[config.mk]
export PLATFORM = sky130hd
export DESIGN_NAME = neopixel_strand_receiver_flat
export DESIGN_NICKNAME = d
export VERILOG_FILES = /design/src/rtl/neopixel_strand_receiver_if.sv /design/src/rtl/neopixel_strand_receiver.sv /design/src/flat_wrapper.sv
export SDC_FILE = /design/constraint.sdc
export NUM_CORES = 1
export LEC_CHECK = 0
export CORE_ASPECT_RATIO = 1.75
export CORE_UTILIZATION = 53
export CTS_BUF_LIST = sky130_fd_sc_hd__clkbuf_8
export CTS_CLUSTER_SIZE = 40
export DETAILED_ROUTE_END_ITERATION = 8
export GPL_TIMING_DRIVEN = 1
export PLACE_DENSITY = 0.75
export SLEW_MARGIN = 20
export SYNTH_ARGS = -nofsm -noshare
export SYNTH_HDL_FRONTEND = slang
export SYNTH_SLANG_ARGS = --single-unit
export TNS_END_PERCENT = 50
[constraint.sdc]
create_clock -name clock -period 3.05 [get_ports clock]
set_input_delay 0.4575 -clock clock [delete_from_list [all_inputs] [get_ports clock]]
set_output_delay 0.4575 -clock clock [all_outputs]
set_load 0.02 [all_outputs]
[src/rtl/neopixel_strand_receiver_if.sv]
// Purpose: bundles the serial line and decoded pixel/frame outputs of the strand receiver.
// Latency: none, wiring only.
// Backpressure: none; every output is a pulse or held status, and the consumer must keep up.
interface neopixel_strand_receiver_if #(
   parameter int NUM_PIXELS = 5
);
   localparam int IDX_W = (NUM_PIXELS > 1) ? $clog2(NUM_PIXELS) : 1;
   localparam int FP_W  = (NUM_PIXELS > 0) ? $clog2(NUM_PIXELS + 1) : 1;

   logic              neo_in;
   logic [23:0]       pixel_data;
   logic [IDX_W-1:0]  pixel_index;
   logic              pixel_valid;
   logic              frame_done;
   logic [FP_W-1:0]   frame_pixels;
   logic              frame_overflow;
   logic              frame_partial;
   logic              bit_error;

   // receiver side: takes the line, drives decoded results
   modport master (
      input  neo_in,
      output pixel_data,
      output pixel_index,
      output pixel_valid,
      output frame_done,
      output frame_pixels,
      output frame_overflow,
      output frame_partial,
      output bit_error
   );

   // line driver / result consumer side
   modport slave (
      output neo_in,
      input  pixel_data,
      input  pixel_index,
      input  pixel_valid,
      input  frame_done,
      input  frame_pixels,
      input  frame_overflow,
      input  frame_partial,
      input  bit_error
   );
endinterface

[src/rtl/neopixel_strand_receiver.sv]
// Purpose: decodes a single-wire NeoPixel strand into 24-bit pixel words plus end-of-frame status.
// Latency: pixel_valid / frame_done are 3 edges after the deciding neo_in sample (2 sync + 1 register).
// Backpressure: none; results are one-cycle pulses or status held until the next frame_done.
module neopixel_strand_receiver #(
   parameter int NUM_PIXELS    = 5,
   parameter int ONE_THRESHOLD = 27,
   parameter int MIN_HIGH      = 8,
   parameter int MAX_HIGH      = 60,
   parameter int LATCH_CYCLES  = 1000
) (
   input logic                        clock,
   input logic                        reset_n,
   neopixel_strand_receiver_if.master bus
);
   localparam int IDX_W = (NUM_PIXELS > 1) ? $clog2(NUM_PIXELS) : 1;
   localparam int FP_W  = (NUM_PIXELS > 0) ? $clog2(NUM_PIXELS + 1) : 1;
   localparam int WC_W  = $clog2(NUM_PIXELS + 2);
   localparam int LC_W  = $clog2(LATCH_CYCLES + 1);

   localparam logic [WC_W-1:0] WC_FULL = WC_W'(NUM_PIXELS);
   localparam logic [WC_W-1:0] WC_SAT  = WC_W'(NUM_PIXELS + 1);
   localparam logic [FP_W-1:0] FP_FULL = FP_W'(NUM_PIXELS);
   localparam logic [LC_W-1:0] LC_LAST = LC_W'(LATCH_CYCLES - 1);
   localparam logic [6:0]      HC_ONE  = 7'(ONE_THRESHOLD);
   localparam logic [6:0]      HC_MIN  = 7'(MIN_HIGH);
   localparam logic [6:0]      HC_MAX  = 7'(MAX_HIGH);

   localparam logic [1:0] ST_SYNC = 2'd0;
   localparam logic [1:0] ST_IDLE = 2'd1;
   localparam logic [1:0] ST_HIGH = 2'd2;
   localparam logic [1:0] ST_LOW  = 2'd3;

   logic              neo_meta;
   logic              neo_s;
   logic              neo_d;
   logic              rise;

   logic [1:0]        state;
   logic [6:0]        high_cnt;
   logic [LC_W-1:0]   low_cnt;
   logic [4:0]        bit_cnt;
   logic [WC_W-1:0]   word_cnt;
   logic [23:0]       shift_reg;
   logic              ovf_flag;
   logic              new_bit;
   logic [23:0]       shifted;

   logic [23:0]       pixel_data_r;
   logic [IDX_W-1:0]  pixel_index_r;
   logic              pixel_valid_r;
   logic              frame_done_r;
   logic [FP_W-1:0]   frame_pixels_r;
   logic              frame_overflow_r;
   logic              frame_partial_r;
   logic              bit_error_r;

   assign rise    = neo_s & ~neo_d;
   assign new_bit = (high_cnt > HC_ONE);
   // LSB-first: each new bit enters at the top and walks down to bit 0
   assign shifted = {new_bit, shift_reg[23:1]};

   // two-flop synchronizer for the asynchronous line, plus one delay for edge detection
   always_ff @(posedge clock or negedge reset_n) begin
      if (!reset_n) begin
         neo_meta <= 1'b0;
         neo_s    <= 1'b0;
         neo_d    <= 1'b0;
      end else begin
         neo_meta <= bus.neo_in;
         neo_s    <= neo_meta;
         neo_d    <= neo_s;
      end
   end

   // pulse-width decoder FSM with word assembly and frame status capture
   always_ff @(posedge clock or negedge reset_n) begin
      if (!reset_n) begin
         state            <= ST_SYNC;
         high_cnt         <= '0;
         low_cnt          <= '0;
         bit_cnt          <= '0;
         word_cnt         <= '0;
         shift_reg        <= '0;
         ovf_flag         <= 1'b0;
         pixel_data_r     <= '0;
         pixel_index_r    <= '0;
         pixel_valid_r    <= 1'b0;
         frame_done_r     <= 1'b0;
         frame_pixels_r   <= '0;
         frame_overflow_r <= 1'b0;
         frame_partial_r  <= 1'b0;
         bit_error_r      <= 1'b0;
      end else begin
         pixel_valid_r <= 1'b0;
         frame_done_r  <= 1'b0;
         bit_error_r   <= 1'b0;
         case (state)
            ST_SYNC: begin
               // wait out a full latch interval of low so a truncated frame is never decoded
               if (neo_s) begin
                  low_cnt <= '0;
               end else if (low_cnt == LC_LAST) begin
                  low_cnt <= '0;
                  state   <= ST_IDLE;
               end else begin
                  low_cnt <= low_cnt + 1'b1;
               end
            end
            ST_IDLE: begin
               bit_cnt   <= '0;
               word_cnt  <= '0;
               shift_reg <= '0;
               ovf_flag  <= 1'b0;
               if (rise) begin
                  high_cnt <= 7'd1;
                  state    <= ST_HIGH;
               end
            end
            ST_HIGH: begin
               if (neo_s) begin
                  // the increment would push the width past the legal maximum
                  if (high_cnt >= HC_MAX) begin
                     bit_error_r <= 1'b1;
                     bit_cnt     <= '0;
                     low_cnt     <= '0;
                     state       <= ST_SYNC;
                  end else if (high_cnt != 7'h7f) begin
                     high_cnt <= high_cnt + 7'd1;
                  end
               end else if (high_cnt < HC_MIN) begin
                  bit_error_r <= 1'b1;
                  bit_cnt     <= '0;
                  low_cnt     <= '0;
                  state       <= ST_SYNC;
               end else begin
                  shift_reg <= shifted;
                  if (bit_cnt == 5'd23) begin
                     bit_cnt <= '0;
                     if (word_cnt < WC_FULL) begin
                        pixel_data_r  <= shifted;
                        pixel_index_r <= word_cnt[IDX_W-1:0];
                        pixel_valid_r <= 1'b1;
                     end else begin
                        ovf_flag <= 1'b1;
                     end
                     if (word_cnt != WC_SAT) begin
                        word_cnt <= word_cnt + 1'b1;
                     end
                  end else begin
                     bit_cnt <= bit_cnt + 5'd1;
                  end
                  low_cnt <= LC_W'(1);
                  state   <= ST_LOW;
               end
            end
            default: begin
               // ST_LOW: any low shorter than the latch interval keeps the frame going
               if (neo_s) begin
                  high_cnt <= 7'd1;
                  state    <= ST_HIGH;
               end else if (low_cnt == LC_LAST) begin
                  frame_done_r     <= 1'b1;
                  frame_pixels_r   <= (word_cnt > WC_FULL) ? FP_FULL : word_cnt[FP_W-1:0];
                  frame_overflow_r <= ovf_flag;
                  frame_partial_r  <= (bit_cnt != 5'd0);
                  state            <= ST_IDLE;
               end else begin
                  low_cnt <= low_cnt + 1'b1;
               end
            end
         endcase
      end
   end

   assign bus.pixel_data     = pixel_data_r;
   assign bus.pixel_index    = pixel_index_r;
   assign bus.pixel_valid    = pixel_valid_r;
   assign bus.frame_done     = frame_done_r;
   assign bus.frame_pixels   = frame_pixels_r;
   assign bus.frame_overflow = frame_overflow_r;
   assign bus.frame_partial  = frame_partial_r;
   assign bus.bit_error      = bit_error_r;
endmodule

[src/flat_wrapper.sv]
// flat-port wrapper written by rule: the top's interface ports become plain ports
module neopixel_strand_receiver_flat 
#(
   parameter int NUM_PIXELS    = 5,
   parameter int ONE_THRESHOLD = 27,
   parameter int MIN_HIGH      = 8,
   parameter int MAX_HIGH      = 60,
   parameter int LATCH_CYCLES  = 1000
)
  (clock, reset_n, bus_neo_in, bus_pixel_data, bus_pixel_index, bus_pixel_valid, bus_frame_done, bus_frame_pixels, bus_frame_overflow, bus_frame_partial, bus_bit_error);
  neopixel_strand_receiver_if #(.NUM_PIXELS(NUM_PIXELS)) bus_i ();
  input logic clock;
  input logic reset_n;
  input wire logic [$bits(bus_i.neo_in)-1:0] bus_neo_in;
  output wire logic [$bits(bus_i.pixel_data)-1:0] bus_pixel_data;
  output wire logic [$bits(bus_i.pixel_index)-1:0] bus_pixel_index;
  output wire logic [$bits(bus_i.pixel_valid)-1:0] bus_pixel_valid;
  output wire logic [$bits(bus_i.frame_done)-1:0] bus_frame_done;
  output wire logic [$bits(bus_i.frame_pixels)-1:0] bus_frame_pixels;
  output wire logic [$bits(bus_i.frame_overflow)-1:0] bus_frame_overflow;
  output wire logic [$bits(bus_i.frame_partial)-1:0] bus_frame_partial;
  output wire logic [$bits(bus_i.bit_error)-1:0] bus_bit_error;
  assign bus_i.neo_in = bus_neo_in;
  assign bus_pixel_data = bus_i.pixel_data;
  assign bus_pixel_index = bus_i.pixel_index;
  assign bus_pixel_valid = bus_i.pixel_valid;
  assign bus_frame_done = bus_i.frame_done;
  assign bus_frame_pixels = bus_i.frame_pixels;
  assign bus_frame_overflow = bus_i.frame_overflow;
  assign bus_frame_partial = bus_i.frame_partial;
  assign bus_bit_error = bus_i.bit_error;
  neopixel_strand_receiver #(.NUM_PIXELS(NUM_PIXELS), .ONE_THRESHOLD(ONE_THRESHOLD), .MIN_HIGH(MIN_HIGH), .MAX_HIGH(MAX_HIGH), .LATCH_CYCLES(LATCH_CYCLES)) u_core (.clock(clock), .reset_n(reset_n), .bus(bus_i));
endmodule
==> results.tsv <==
metric	value	unit
sequential area share after synthesis	55.1	%
Min Clock Period, post-route	2.62	ns
TritonCTS buffer count	9	
Slew Limit Fails	0	
GPL Wtd Cong	0.840	
actual slew at the worst max-slew pin	0.772	ns
syn_nets	355	
Port Buffers	37	
Setup CP Type	reg2reg	
Area contributors post-synth	dfrtp_1, mux2_2, a22o_1	
Clock Latency Late Sink	0.36	ns
CTS root buffer	clkbuf_8	
H-tree Lvls	3	
# clock sinks	89	
max reg flops	24	
Power Dens Cells	421	nW/um^2
dpl cells	460	
Place WS	0.451	ns
Layout Cells excl Fill	475	
Die Y-Extent	118	um
CP cell instances	inv_1 -> ha_1 -> nand2b_1 -> or2_4 -> nor4_4 -> buf_4 -> mux2_2	
final wirelength	8150	um
MaxCap Viol Count	0	
die area	7990	sq um
Pre-antenna DRT Iters	4	
Startpoint Class	register	
YS warnings	0	
Mean Syn Cell Area	11.9	sq um
ANT cells	0	
share of layout cells above drive strength 1	16.7	%
total gr overflow	0	
crit path max fanout	28	
Cell Area, Synth	4040	sq um
row count	41	
Psw	0.421	mW
Die Span X	68.0	um
detailed-route DRC error count	0	
Boundary Pins	38	
Slew headroom	48.4	%
RSZ-0062 raised after global routing	false	
first-pass GRT wire length	14000	um
Setup TNS	0	ns
Layout Utilization	64.5	%
status	finished clean	
combinational cell fraction of total power	2.1	%
mean number of vias per cell	6.16	
CTS tree	built	
Core ar.	7280	sq um
Initial DRC Count	291	
vias in the first global route	2900	
Pint	1.56	mW
post-detail-place hpwl	5720	um
Hold Buf Count CTS	0	
Crit path largest cell delay	0.43	ns
Post-synth EDFFs	0	
Post-CTS Resized	0	
largest net degree at the start of global routing	56	
Worst Path Required	3.29	ns
most used flip-flop cell after synthesis	dfrtp_1	
Critical Path End Type	register	
Post-CTS Setup Repair Bufs	0	
Placed Area	4520	sq um
f_max	0.382	GHz
clock slew at reported path FFs	0.08	ns
Leak	2.08	nW
via count	2924	
crit share post-route	85.9	%
Worst path slowest cell	dfrtp_1	
post-synth top area cell	dfrtp_1	
Routed wire per std cell	17.2	um
clock power share	37.8	%
final instance area	4700	sq um
Final Setup Violations	0	
Reg power frac	60.1	%
Gate Count Post-Synth	341	
Max Buffers Root-to-Sink	2	
crit path DAT	2.86	ns
Worst Hold Class	in2async	
synth-to-layout area growth	16.3	%
FF+latch count, synth	89	
asr flop ratio synth	100	%
GRT Util Overall	22.9	%
final hold slack	0.136	ns
initial antenna violation count	0	
Net Sw Frac	21.3	%
final hold vios	0	
Synth cell types	47	
Antenna Nets Post-Route	0	
Yosys top cell area share	55.1	%
total power	1.98	mW
Setup Skew	0.00818	ns
Final WS setup	0.430	ns
Net count, final	399	
Initial Utilization	55.5	%
Peak supply drop	0.268	mV
-- per-layer routing --
metal,track usage (%),up-vias,part of all wire (%)
met3,4.46,13,3.0
met4,9.11,0,2.3
met1,29.0,1483,42
li1,-,1365,-
met2,37.3,63,53
met5,0,-,0
-- cell families (layout without fill, tap and decap cells) --
logic type	Yosys count	count (layout)	synth area share (%)
muxes	33	33	9.16
and+or+nand+nor	89	89	13.2
adders and majority gates	11	11	3.40
DFF	89	89	55.1
buffers and inverters	27	75	2.94
AOI/OAI and AO/OA	92	92	16.2
-- cell usage in the layout, fill, tap and decap left out, types with 11 or more instances in the layout --
cell and n:
a22o_1 27, mux2_2 32, o21ai_0 15, ha_1 11, a21oi_1 14, dfrtp_1 89, inv_1 17, clkdlybuf4s50_1 36
nand2_1 16
-- worst max-delay path, delay by kind of cell (launching register included) --
family	cells	cell delay (ns)
simple gates	3	0.81
flops	1	0.43
fa+ha+maj	1	0.38
mux	1	0.38
buf+inv	2	0.49
-- path summary, 6_finish.rpt --
| kind | to | cells past startpoint | slack, ns | start |
|---|---|---|---|---|
| max | u_core.bus.pixel_data[21] | 7 | 0.43 | u_core.state[0] |
| min reg2reg | u_core.neo_s | 0 | 0.36 | u_core.neo_meta |
| max reg2reg | u_core.bus.pixel_data[21] | 7 | 0.43 | u_core.state[0] |
| max in group asynchronous | u_core.shift_reg[19] | 2 | 2.20 | reset_n |
| min | u_core.shift_reg[5] | 1 | 0.14 | reset_n |
| min in group clock | u_core.neo_s | 0 | 0.36 | u_core.neo_meta |
-- cell usage after synthesis (2+ instances only) --
library cell	n
nand2_1	16
clkbuf_1	9
buf_2	2
nand4b_1	2
or4_1	6
nand3_1	7
o21ai_0	15
buf_6	2
nand2b_1	4
ha_1	11
nor4_1	5
o211ai_1	10
a22o_1	27
and3_1	2
a31oi_1	3
mux2_2	32
o31ai_1	6
a41oi_1	3
and4_1	3
a21oi_1	14
a22oi_1	2
nor3b_1	3
a21boi_0	2
inv_1	14
nand4_1	5
nor3_1	7
and2_1	5
nor2_1	9
o21a_1	2
or2_2	6
o21bai_1	2
dfrtp_1	89
nor2b_1	2
-- layout make-up --
class / count / area [sq um]
fillers: 575 / 2580
repair buffers: 46 / 435
well taps: 86 / 108
clock buffers: 9 / 124
clock inverters: 6 / 53.8
inverters: 14 / 52.6
flip-flops and latches: 89 / 2230
multi-input cells: 225 / 1700
-- power groups by stage --
stage,registers [mW],logic [mW],clock network (mW)
3_3_place_gp,1.21,0.0419,0
5_1_grt,1.19,0.0482,0.830
3_5_place_dp,1.21,0.0430,0
4_1_cts,1.19,0.0432,0.770
6_report,1.19,0.0412,0.748
2_1_floorplan,1.21,0.0128,0
Note: power is estimated with default switching activity, not from simulation.
